### config.mk
export PLATFORM = sky130hd
export DESIGN_NAME = lid_relay_chain
export DESIGN_NICKNAME = d
export VERILOG_FILES = /design/src/rtl/lid_relay_chain.sv
export SDC_FILE = /design/constraint.sdc
export NUM_CORES = 1
export LEC_CHECK = 0
export CAP_MARGIN = 0
export CORE_ASPECT_RATIO = 0.5
export CORE_MARGIN = 4
export CORE_UTILIZATION = 50
export DETAILED_ROUTE_END_ITERATION = 12
export HOLD_SLACK_MARGIN = 0.03
export PLACE_DENSITY = 0.73
export SKIP_LAST_GASP = 1
export SLEW_MARGIN = 10
export SYNTH_ARGS = -nofsm -noshare
export SYNTH_HDL_FRONTEND = slang
export SYNTH_SLANG_ARGS = --single-unit
### constraint.sdc
create_clock -name clk -period 4.8 [get_ports clk]
set_input_delay 0.96 -clock clk [delete_from_list [all_inputs] [get_ports clk]]
set_output_delay 0.96 -clock clk [all_outputs]
set_load 0.05 [all_outputs]
### src/rtl/lid_relay_chain.sv
// Latency-insensitive relay chain: 1 cycle forward, 1 cycle backward per stage, 2 slots per stage.
// Stop is registered per stage, so o_stop never depends combinationally on i_stop (except N_STAGES=0).
module lid_relay_station #(
  parameter int WIDTH = 16
) (
  input  logic             clk,
  input  logic             reset,
  input  logic [WIDTH-1:0] in_d,
  input  logic             in_v,
  output logic             out_stop,
  output logic [WIDTH-1:0] out_d,
  output logic             out_v,
  input  logic             down_stop
);
  typedef enum logic [1:0] {EMPTY, HALF, FULL} state_t;

  state_t           state, state_nxt;
  logic [WIDTH-1:0] main_d, aux_d, main_nxt, aux_nxt;
  logic             accept, take;

  assign out_stop = (state == FULL);
  assign out_v    = (state != EMPTY);
  assign out_d    = main_d;
  assign accept   = in_v && !out_stop;
  assign take     = out_v && !down_stop;

  always_ff @(posedge clk) begin
    if (reset) begin
      state  <= EMPTY;
      main_d <= '0;
      aux_d  <= '0;
    end else begin
      state  <= state_nxt;
      main_d <= main_nxt;
      aux_d  <= aux_nxt;
    end
  end

  always_comb begin
    state_nxt = state;
    main_nxt  = main_d;
    aux_nxt   = aux_d;
    case (state)
      EMPTY: begin
        if (accept) begin
          state_nxt = HALF;
          main_nxt  = in_d;
        end
      end
      HALF: begin
        if (take && accept) begin
          main_nxt = in_d;
        end else if (take) begin
          state_nxt = EMPTY;
        end else if (accept) begin
          state_nxt = FULL;
          aux_nxt   = in_d;
        end
      end
      FULL: begin
        // stop is high here, so nothing can be accepted in this state
        if (take) begin
          state_nxt = HALF;
          main_nxt  = aux_d;
          aux_nxt   = '0;
        end
      end
      default: state_nxt = EMPTY;
    endcase
  end
endmodule

module lid_relay_chain #(
  parameter int WIDTH    = 16,
  parameter int N_STAGES = 2,
  parameter int OCC_W    = (N_STAGES == 0) ? 1 : $clog2(2*N_STAGES+1)
) (
  input  logic             clk,
  input  logic             reset,
  input  logic [WIDTH-1:0] i_data,
  input  logic             i_valid,
  output logic             o_stop,
  output logic [WIDTH-1:0] o_data,
  output logic             o_valid,
  input  logic             i_stop,
  output logic [OCC_W-1:0] o_occupancy
);
  generate
    if (N_STAGES == 0) begin : g_bypass
      assign o_data      = i_data;
      assign o_valid     = i_valid;
      assign o_stop      = i_stop;
      assign o_occupancy = '0;
    end else begin : g_chain
      logic [WIDTH-1:0] d [0:N_STAGES];
      logic             v [0:N_STAGES];
      logic             s [0:N_STAGES];
      logic             up_acc, dn_take;
      logic [OCC_W-1:0] occ;

      assign d[0]        = i_data;
      assign v[0]        = i_valid;
      assign s[N_STAGES] = i_stop;
      assign o_stop      = s[0];
      assign o_data      = d[N_STAGES];
      assign o_valid     = v[N_STAGES];

      for (genvar k = 0; k < N_STAGES; k++) begin : g_stage
        lid_relay_station #(.WIDTH(WIDTH)) u_stage (
          .clk       (clk),
          .reset     (reset),
          .in_d      (d[k]),
          .in_v      (v[k]),
          .out_stop  (s[k]),
          .out_d     (d[k+1]),
          .out_v     (v[k+1]),
          .down_stop (s[k+1])
        );
      end

      // Internal stage-to-stage moves conserve tokens, so only chain-boundary transfers change the count.
      assign up_acc  = i_valid && !s[0];
      assign dn_take = v[N_STAGES] && !i_stop;

      always_ff @(posedge clk) begin
        if (reset) begin
          occ <= '0;
        end else begin
          case ({up_acc, dn_take})
            2'b10:   occ <= occ + OCC_W'(1);
            2'b01:   occ <= occ - OCC_W'(1);
            default: occ <= occ;
          endcase
        end
      end

      assign o_occupancy = occ;
    end
  endgenerate
endmodule

# Word level (Yosys, flattened, before mapping)
# Index checks and enable logic that the tools add are counted.
# W data, S select, Z words.
[totals] reg_bits=71 input_bits=20 out_inout_bits=21 wordCells=80
[op_classes] addsub=2 n_eq_ne=20 mux=28 reduce_logical=23
[ops] operator="$mux W16" count=12
[ops] operator="$pmux W16 S3" count=2
[ops] operator="$pmux W16 S2" count=2
[ops] operator="$mux W2" count=9
[ops] operator="$ne A2 B2 Y1 const B" count=8
[ops] operator="$reduce_and A4 Y1" count=4
[ops] operator="$pmux W2 S3" count=2
[ops] operator="$reduce_and A5 Y1" count=2
[ops] operator="$reduce_bool A2 Y1" count=5
[ops] operator="$ne A2 B1 Y1 const B" count=4
[ops] operator="$eq A2 B1 Y1 const B" count=3
[ops] operator="$eq A2 B2 Y1 const B" count=3
[ops] operator="$pmux W3 S2" count=1
[ops] operator="$reduce_bool A3 Y1" count=2
[ops] operator="$logic_and A1 B1 Y1" count=5
[ops] operator="$logic_not A2 Y1" count=2
[ops] operator="$add A3 B1 Y3 const B" count=1
[ops] operator="$logic_not A1 Y1" count=3
[ops] operator="$ne A3 B1 Y1 const B" count=1
[ops] operator="$ne A3 B3 Y1 const B" count=1
[ops] operator="$sub A3 B1 Y3 const B" count=1

# Longest topological paths before layout
# Gate-level depths: netlist (run 1).
[depth] depth_word=7 depth_mapped=9 ltp_nobuf=8

# Modules after synthesis
# From an unflattened synthesis (run 1), not the netlist that was laid out.
[hier_totals] hier_cells=381 area_unflattened_um2=3354.5
[by_module_without_submodules] mod="lid_relay_station" instances=2 cells_per_inst=183 area_per_inst_um2=1599.0 seq_area_each_um2=680.7
[by_module_without_submodules] mod="lid_relay_chain" instances=1 cells_per_inst=15 area_per_inst_um2=156.4 seq_area_each_um2=60.1

# Worst setup path before layout (run 1)
# OpenSTA, ideal clock, no wires.
[synth_path] path_kind="flip-flop to flip-flop" from="register g_chain.g_stage[0].u_stage.state[0]" to="register g_chain.g_stage[0].u_stage.main_d[0]" setup_time_ps=119 t_arrival_ps=2156 t_required_ps=4681 slack_ps=2525 stages_incl_launch_ff=10 path_buffers=3 period_less_slack_ps=2275 path_cell_list="dfxtp_1 -> inv_1 -> ha_1 -> nand2b_4 -> buf_6 -> or3_1 -> a221o_1 -> buf_6 -> buf_8 -> mux2i_1"
[synth_via] elab_chain_cells=6 word_cells_on_any_way=14 cone_classes="5 x eq/ne; 1 x mux; 8 x reduce/logical"
[synth_rtl] item="from (decl)" line_no="17" text="state_t state, state_nxt;"
[synth_rtl] item="from (signal assigned)" line_no="33" text="state <= state_nxt;"
[synth_rtl] item="$eq A2 B2 Y1 (*)" line_no="21" text="assign out_stop = (state == FULL);"
[synth_rtl] item="named net o_stop" line_no="82" text="output logic o_stop,"
[synth_rtl] item="$logic_not A1 Y1" line_no="24" text="assign accept = in_v && !out_stop;"
[synth_rtl] item="$logic_and A1 B1 Y1" line_no="24"
[synth_rtl] item="$logic_and A1 B1 Y1" line_no="51" text="if (take && accept) begin"
[synth_rtl] item="$ne A2 B1 Y1 (no line)"
[synth_rtl] item="$reduce_and A4 Y1 (no line)"
[synth_rtl] item="to (signal assigned)" line_no="34" text="main_d <= main_nxt;"
[synth_rtl] item="to (decl)" line_no="18" text="logic [WIDTH-1:0] main_d, aux_d, main_nxt, aux_nxt;"
# The timed path passes the listed nets; every way through them passes the cells marked *.
# A chain may end at the register's enable or synchronous reset.

# Worst setup path in the final report (run 1)
[layout_path] from="register g_chain.g_stage[0].u_stage.state[0]" to="output port o_stop"
[layout_via] elab_chain_cells=1
[layout_rtl] item="$eq A2 B2 Y1" line_no="21"
[layout_rtl] item="to (decl)" line_no="82"
# No other way between the ends.

==> results.cfg, run 1 <==
[clock_network]
cts_buffer_depth = 2
clock_sinks = 71
cts_buffers = 9
cts_root_buf = clkbuf_16
cts.htree.levels = 3
cts_tree = yes
clkTransAtPathRegs_ps = 60
post_cts_resized = 0
ctsHoldBuffers = 0
post_cts_buffers = 0
clkLatencyLatePin_ps = 330

[placement]
port-buffer-count = 40
dp_worst_setup_slack_ps = 1540
hpwl_um = 4950
routabilityCongestion = 0.786
place_area_sq_um = 3730

[synth]
yosysMostFrequentCell = nand2_1
synth_warnings = 0
synth.top_cells.by_count = 81 x nand2_1, 71 x dfxtp_1, 39 x nor2_1, 32 x mux2i_1, 19 x clkbuf_1
synth_fp_nets = 410
postSynthCellCount = 385
async_flop_share_pct = 0
synth_top_cell_area_share_pct = 41.3
ys_ff_latch = 71
syn_area_sq_um = 3440
synth_flop_cell = dfxtp_1
synth-edff-count = 0
synth_top_area_cell = dfxtp_1
synthDistinctLibCells = 44
synth_area_leaders = dfxtp_1 41%, mux2i_1 9.3%, nand2_1 8.8%
syn_area_per_cell_sq_um = 8.94
yosysSeqAreaShare_pct = 41.3

[floorplan]
pin_count = 41
core_area_sq_um = 6670
die_w_um = 125
rows = 21
die_y_um = 66.7
initial_core_util_pct = 51.6
dieArea_sq_um = 8360

[critical_path]
worstPathMaxFanout = 33
arrival_ps = 2350
worstSetupPathType = register to primary output
startpoint_type = register
path_cells = inv_1, ha_1, buf_4, clkdlybuf4s50_1
required_ps = 3840
end_kind = primary output
slowest_delay_ps = 870
slowest_stage = clkdlybuf4s50_1

[cells_and_area]
syn_to_final_growth_pct = 16.6
layout.nets = 419
final_area_sq_um = 4010
layout-drive-gt1-share_pct = 11.5
antennaDiodeCount = 0

[sta]
grt_setup_unrepaired = no
max_freq_mhz = 302
worst_pin_slew_ps = 1090
finClkSkew_ps = 4.36
setup_tns_ps = 0
relSlewSlack_pct = 27.4
finalCritPeriodShare_pct = 68.9
whs_ps = 459
maxSlewViolCount = 0
finalWorstSetupSlack_ps = 1490
hold_viol_final = 0
timing.final.crit_period_ps = 3310
setup_viol = 0

[drt]
routed_wl_um = 7230
first_iter_violations = 197
drtPass1Iterations = 5
vias_per_cell = 5.27
vias = 2590
routedWlPerCell_um = 14.7
drcViolationCount = 0
drtAntennaViolNets = 0

[power_and_ir_drop]
irDropWorstVdd_uv = 231
power.leakage_nw = 1.53
p_total_mw = 2.58
cellPowerDensity_nw_per_um2 = 644

[grt]
grt_overflow = 0
grt_pass1_wl_um = 11500
antenna_found_initial = 0
grt_usage_pct = 17.2
grt_max_degree = 41
grt_pass1_vias = 2373

[run_status]
status = completed

[worst_hold_path]
hold_path_class = register to register

[job]
cap_violations = 0
[kinds of logic after synthesis]
family / Yosys count / synth area share [%]
AND/OR/NAND/NOR: 155 / 20.7
AO/OA/AOI/OAI: 49 / 11.8
flip-flops: 71 / 41.3
multiplexers: 49 / 14.9
XOR/XNOR: 2 / 0.509
adder cells (fa/ha/maj): 5 / 2.04
buffers and inverters: 54 / 8.76
[power breakdown]
part	total [mW]	switching [mW]	internal, mW
Sequential	0.910	0.141	0.768
Combinational	1.08	0.632	0.448
Clock	0.596	0.247	0.349
[final timing paths]
path,startpoint,endpoint,slack [ps],cells after the start
worst min register to register,g_chain.g_stage[0].u_stage.aux_d[4]$_SDFFE_PP0P_,g_chain.g_stage[0].u_stage.aux_d[4]$_SDFFE_PP0P_,460,2
worst min-delay path,g_chain.g_stage[0].u_stage.aux_d[4]$_SDFFE_PP0P_,g_chain.g_stage[0].u_stage.aux_d[4]$_SDFFE_PP0P_,460,2
worst max-delay path,g_chain.g_stage[0].u_stage.state[0]$_SDFFE_PP0P_,o_stop,1490,4
worst max register to register,g_chain.g_stage[1].u_stage.state[1]$_SDFFE_PP0P_,g_chain.g_stage[0].u_stage.out_d[5]$_SDFFE_PP0P_,2370,4
[through the flow]
stage | instances | utilization, %
5_1_grt | 491 | 60.1
3_5_place_dp | 475 | 55.9
2_1_floorplan | 385 | -
6_report | 491 | 60.1
3_3_place_gp | 475 | 55.9
4_1_cts | 491 | 60.1
[cell usage in the layout (no fill, tap or decap), types with 2 or more instances in the layout]
| master | n |
|---|---|
| nand2_1 | 81 |
| dfxtp_1 | 71 |
| clkdlybuf4s50_1 | 40 |
| nor2_1 | 39 |
| mux2i_1 | 32 |
| mux2_2 | 16 |
| nand3b_1 | 16 |
| a22oi_1 | 16 |
| a311oi_1 | 16 |
| clkbuf_16 | 9 |
| inv_1 | 7 |
| nor3_1 | 5 |
| buf_4 | 5 |
| ha_1 | 4 |
| and2_1 | 3 |
| a21oi_1 | 3 |
| clkinvlp_4 | 3 |
| nand2b_4 | 2 |
| a221o_1 | 2 |
| xnor2_1 | 2 |
| clkinv_4 | 2 |
| clkinv_2 | 2 |
[registers in the layout (all words and copies together) (netlist names)]
name / flops
g_chain.g_stage.u_stage.aux_d: 32
g_chain.g_stage.u_stage.out_d: 32
g_chain.g_stage.u_stage.state: 4
o_occupancy: 3
[critical path, delay by kind of cell, from the launching register on]
kind / cells / cell delay [ps]
buf+inv: 3 / 1350
flops: 1 / 330
fa+ha+maj: 1 / 340
[final cells by class]
| class | count | area (sq um) |
|---|---|---|
| Inverter | 7 | 26.3 |
| Clock inverter | 7 | 50.0 |
| Clock buffer | 9 | 225 |
| Multi-Input combinational cell | 260 | 1740 |
| Sequential cell | 71 | 1420 |
| Tap cell | 92 | 115 |
| Fill cell | 607 | 2660 |
| Timing Repair Buffer | 45 | 438 |
[per-layer routing]
layer	GRT usage [%]	share of wire, %	vias up
met5	0	0	-
met4	5.14	1.0	0
met3	5.60	5.5	12
met2	24.2	40	60
met1	24.8	53	1195
li1	-	-	1323
No activity file was read; power rests on OpenSTA's default activity.
==> run 2, diff against run 1 <==
--- a/config.mk
+++ b/config.mk
@@ -11,7 +11,7 @@
 export CORE_UTILIZATION = 50
 export DETAILED_ROUTE_END_ITERATION = 12
 export HOLD_SLACK_MARGIN = 0.03
-export PLACE_DENSITY = 0.73
+export PLACE_DENSITY = 0.76
 export SKIP_LAST_GASP = 1
 export SLEW_MARGIN = 10
 export SYNTH_ARGS = -nofsm -noshare
==> constraint.sdc (replaced) <==
create_clock -name clk -period 2.81 [get_ports clk]
set_input_delay 0.562 -clock clk [delete_from_list [all_inputs] [get_ports clk]]
set_output_delay 0.562 -clock clk [all_outputs]
set_load 0.05 [all_outputs]
==> run 2 against run 1 <==
Critical endpoint is now o_valid. Register-to-register slack got worse by 1700 ps. Critical path type unchanged. Largest power group unchanged. Combinational power increased by 74%. Routed wire length increased by 0.79%.
==> results.cfg, run 2 (synthesis results as in run 1) <==
[run_status]
status = completed

[drt]
drtAntennaViolNets = 0
routedWlPerCell_um = 14.8
met3RoutedLength_um = 547
drcViolationCount = 0
dr.max_layer_used = met4
drtPass1Iterations = 4
vias_per_cell = 5.28
first_iter_violations = 323
wl_met1_um = 3730
routed_wl_um = 7290
vias = 2602
met2_length_um = 2960

[floorplan]
core_area_sq_um = 6670
die_w_um = 125
pin_count = 41
die_y_um = 66.7
initial_core_util_pct = 51.6
dieArea_sq_um = 8360
rows = 21

[sta]
finalCritPeriodShare_pct = 83.6
max_freq_mhz = 425
grt_setup_unrepaired = no
finClkSkew_ps = 8.18
setup_viol = 0
worst_pin_slew_ps = 727
timing.final.crit_period_ps = 2350
relSlewSlack_pct = 51.6
maxSlewViolCount = 0
setup_tns_ps = 0
hold_viol_final = 0

[critical_path]
r2r-end = g_chain.g_stage[0].u_stage.aux_d[5]$_SDFFE_PP0P_
required_ps = 2250
worstPathMaxFanout = 9
end_kind = primary output
r2r_cells = 4
crit_path_end = o_valid
r2r_slack_ps = 640
crit_start = g_chain.g_stage[1].u_stage.state[1]$_SDFFE_PP0P_
worstSetupPathType = register to primary output
arrival_ps = 1790
timing.rr.start = g_chain.g_stage[1].u_stage.state[1]$_SDFFE_PP0P_
startpoint_type = register

[clock_network]
ctsHoldBuffers = 0
clkTransAtPathRegs_ps = 60
cts_root_buf = clkbuf_16
clkLatencyLatePin_ps = 330
cts.htree.levels = 3
cts_buffer_depth = 2
post_cts_resized = 0
post_cts_buffers = 0
cts_tree = yes
clock_sinks = 71
cts_buffers = 9

[placement]
hpwl_um = 4940
routabilityCongestion = 0.790
port-buffer-count = 40

[power_and_ir_drop]
power.internal_mw = 2.88
irDropWorstVdd_uv = 429
cellPowerDensity_nw_per_um2 = 1140
power.leakage_nw = 1.58
p_seq_share_pct = 33.0
pwr-share-comb_pct = 40.3
p_switching_mw = 1.78
p_total_mw = 4.66
p_sw_share_pct = 38.2
power_frac_clock_pct = 26.7

[grt]
grt_pass1_wl_um = 12500
grt_overflow = 0
grt_pass1_vias = 2534
antenna_found_initial = 0
grt_max_degree = 49
grt_usage_pct = 18.8

[cells_and_area]
syn_to_final_growth_pct = 19.2
layout.nets = 421
layout-drive-gt1-share_pct = 12.2
antennaDiodeCount = 0
final_cell_mix = 81 x nand2_1, 71 x dfxtp_1, 39 x nor2_1, 39 x clkdlybuf4s50_1, 32 x mux2i_1
mostFrequentLayoutCell = nand2_1

[job]
cap_violations = 0

[worst_hold_path]
hold_path_class = register to register
-- run 2: cell types whose count changed in the layout (fill, tap and decap cells not counted), sizes merged --
cell	delta
clkdlybuf4s50	-1
buf	+3
inv	+3
clkinvlp	-2
clkinv	-3
bufinv	+2
-- run 2: through the flow --
stage	hold WS, ps	util (%)	setup WS [ps]	area (sq um)	instances
after floorplan	431	-	535	3440	385
after global placement	439	56.5	364	3770	477
after detailed placement	451	56.5	182	3770	477
after CTS	459	61.4	443	4100	493
after global routing	484	61.5	396	4100	493
final	457	61.5	460	4100	493
-- run 2: critical path: stages, from the launching register on --
cell	delay, ps
dfxtp_1	500
or2_2	170
clkdlybuf4s50_1	790
-- run 2: per-layer routing --
layer	global-route usage [%]	vias up
li1	-	1330
met1	25.9	1177
met2	27.2	88
met3	7.77	7
met4	4.59	0
met5	0	-
-- run 2: how the worst min path moves through the flow --
stage | start | endpoint | slack (ps) | cells past startpoint
after floorplan | g_chain.g_stage[0].u_stage.aux_d[0]$_SDFFE_PP0P_ | g_chain.g_stage[0].u_stage.aux_d[0]$_SDFFE_PP0P_ | 430 | 2
after global placement | g_chain.g_stage[0].u_stage.aux_d[4]$_SDFFE_PP0P_ | g_chain.g_stage[0].u_stage.aux_d[4]$_SDFFE_PP0P_ | 440 | 2
after detailed placement | g_chain.g_stage[0].u_stage.aux_d[10]$_SDFFE_PP0P_ | g_chain.g_stage[0].u_stage.aux_d[10]$_SDFFE_PP0P_ | 450 | 2
after CTS | g_chain.g_stage[0].u_stage.aux_d[10]$_SDFFE_PP0P_ | g_chain.g_stage[0].u_stage.aux_d[10]$_SDFFE_PP0P_ | 460 | 2
after global routing | g_chain.g_stage[0].u_stage.aux_d[14]$_SDFFE_PP0P_ | g_chain.g_stage[0].u_stage.aux_d[14]$_SDFFE_PP0P_ | 480 | 2
final | g_chain.g_stage[0].u_stage.aux_d[12]$_SDFFE_PP0P_ | g_chain.g_stage[0].u_stage.aux_d[12]$_SDFFE_PP0P_ | 460 | 2
-- run 2: power groups by stage --
stage	logic, mW	clock network (mW)	registers (mW)
floorplan	1.53	0	1.54
global placement	1.81	0	1.53
detailed placement	1.87	0	1.55
CTS	1.88	1.26	1.54
global route	2.05	1.31	1.58
finish	1.88	1.24	1.54
-- run 2: final cells by class --
class	instances	area [sq um]
clock buffer	9	225
clock inverter	7	103
fill	548	2570
inverter	7	26.3
multi-input combinational	260	1740
sequential	71	1420
tap	92	115
timing repair buffer	47	475
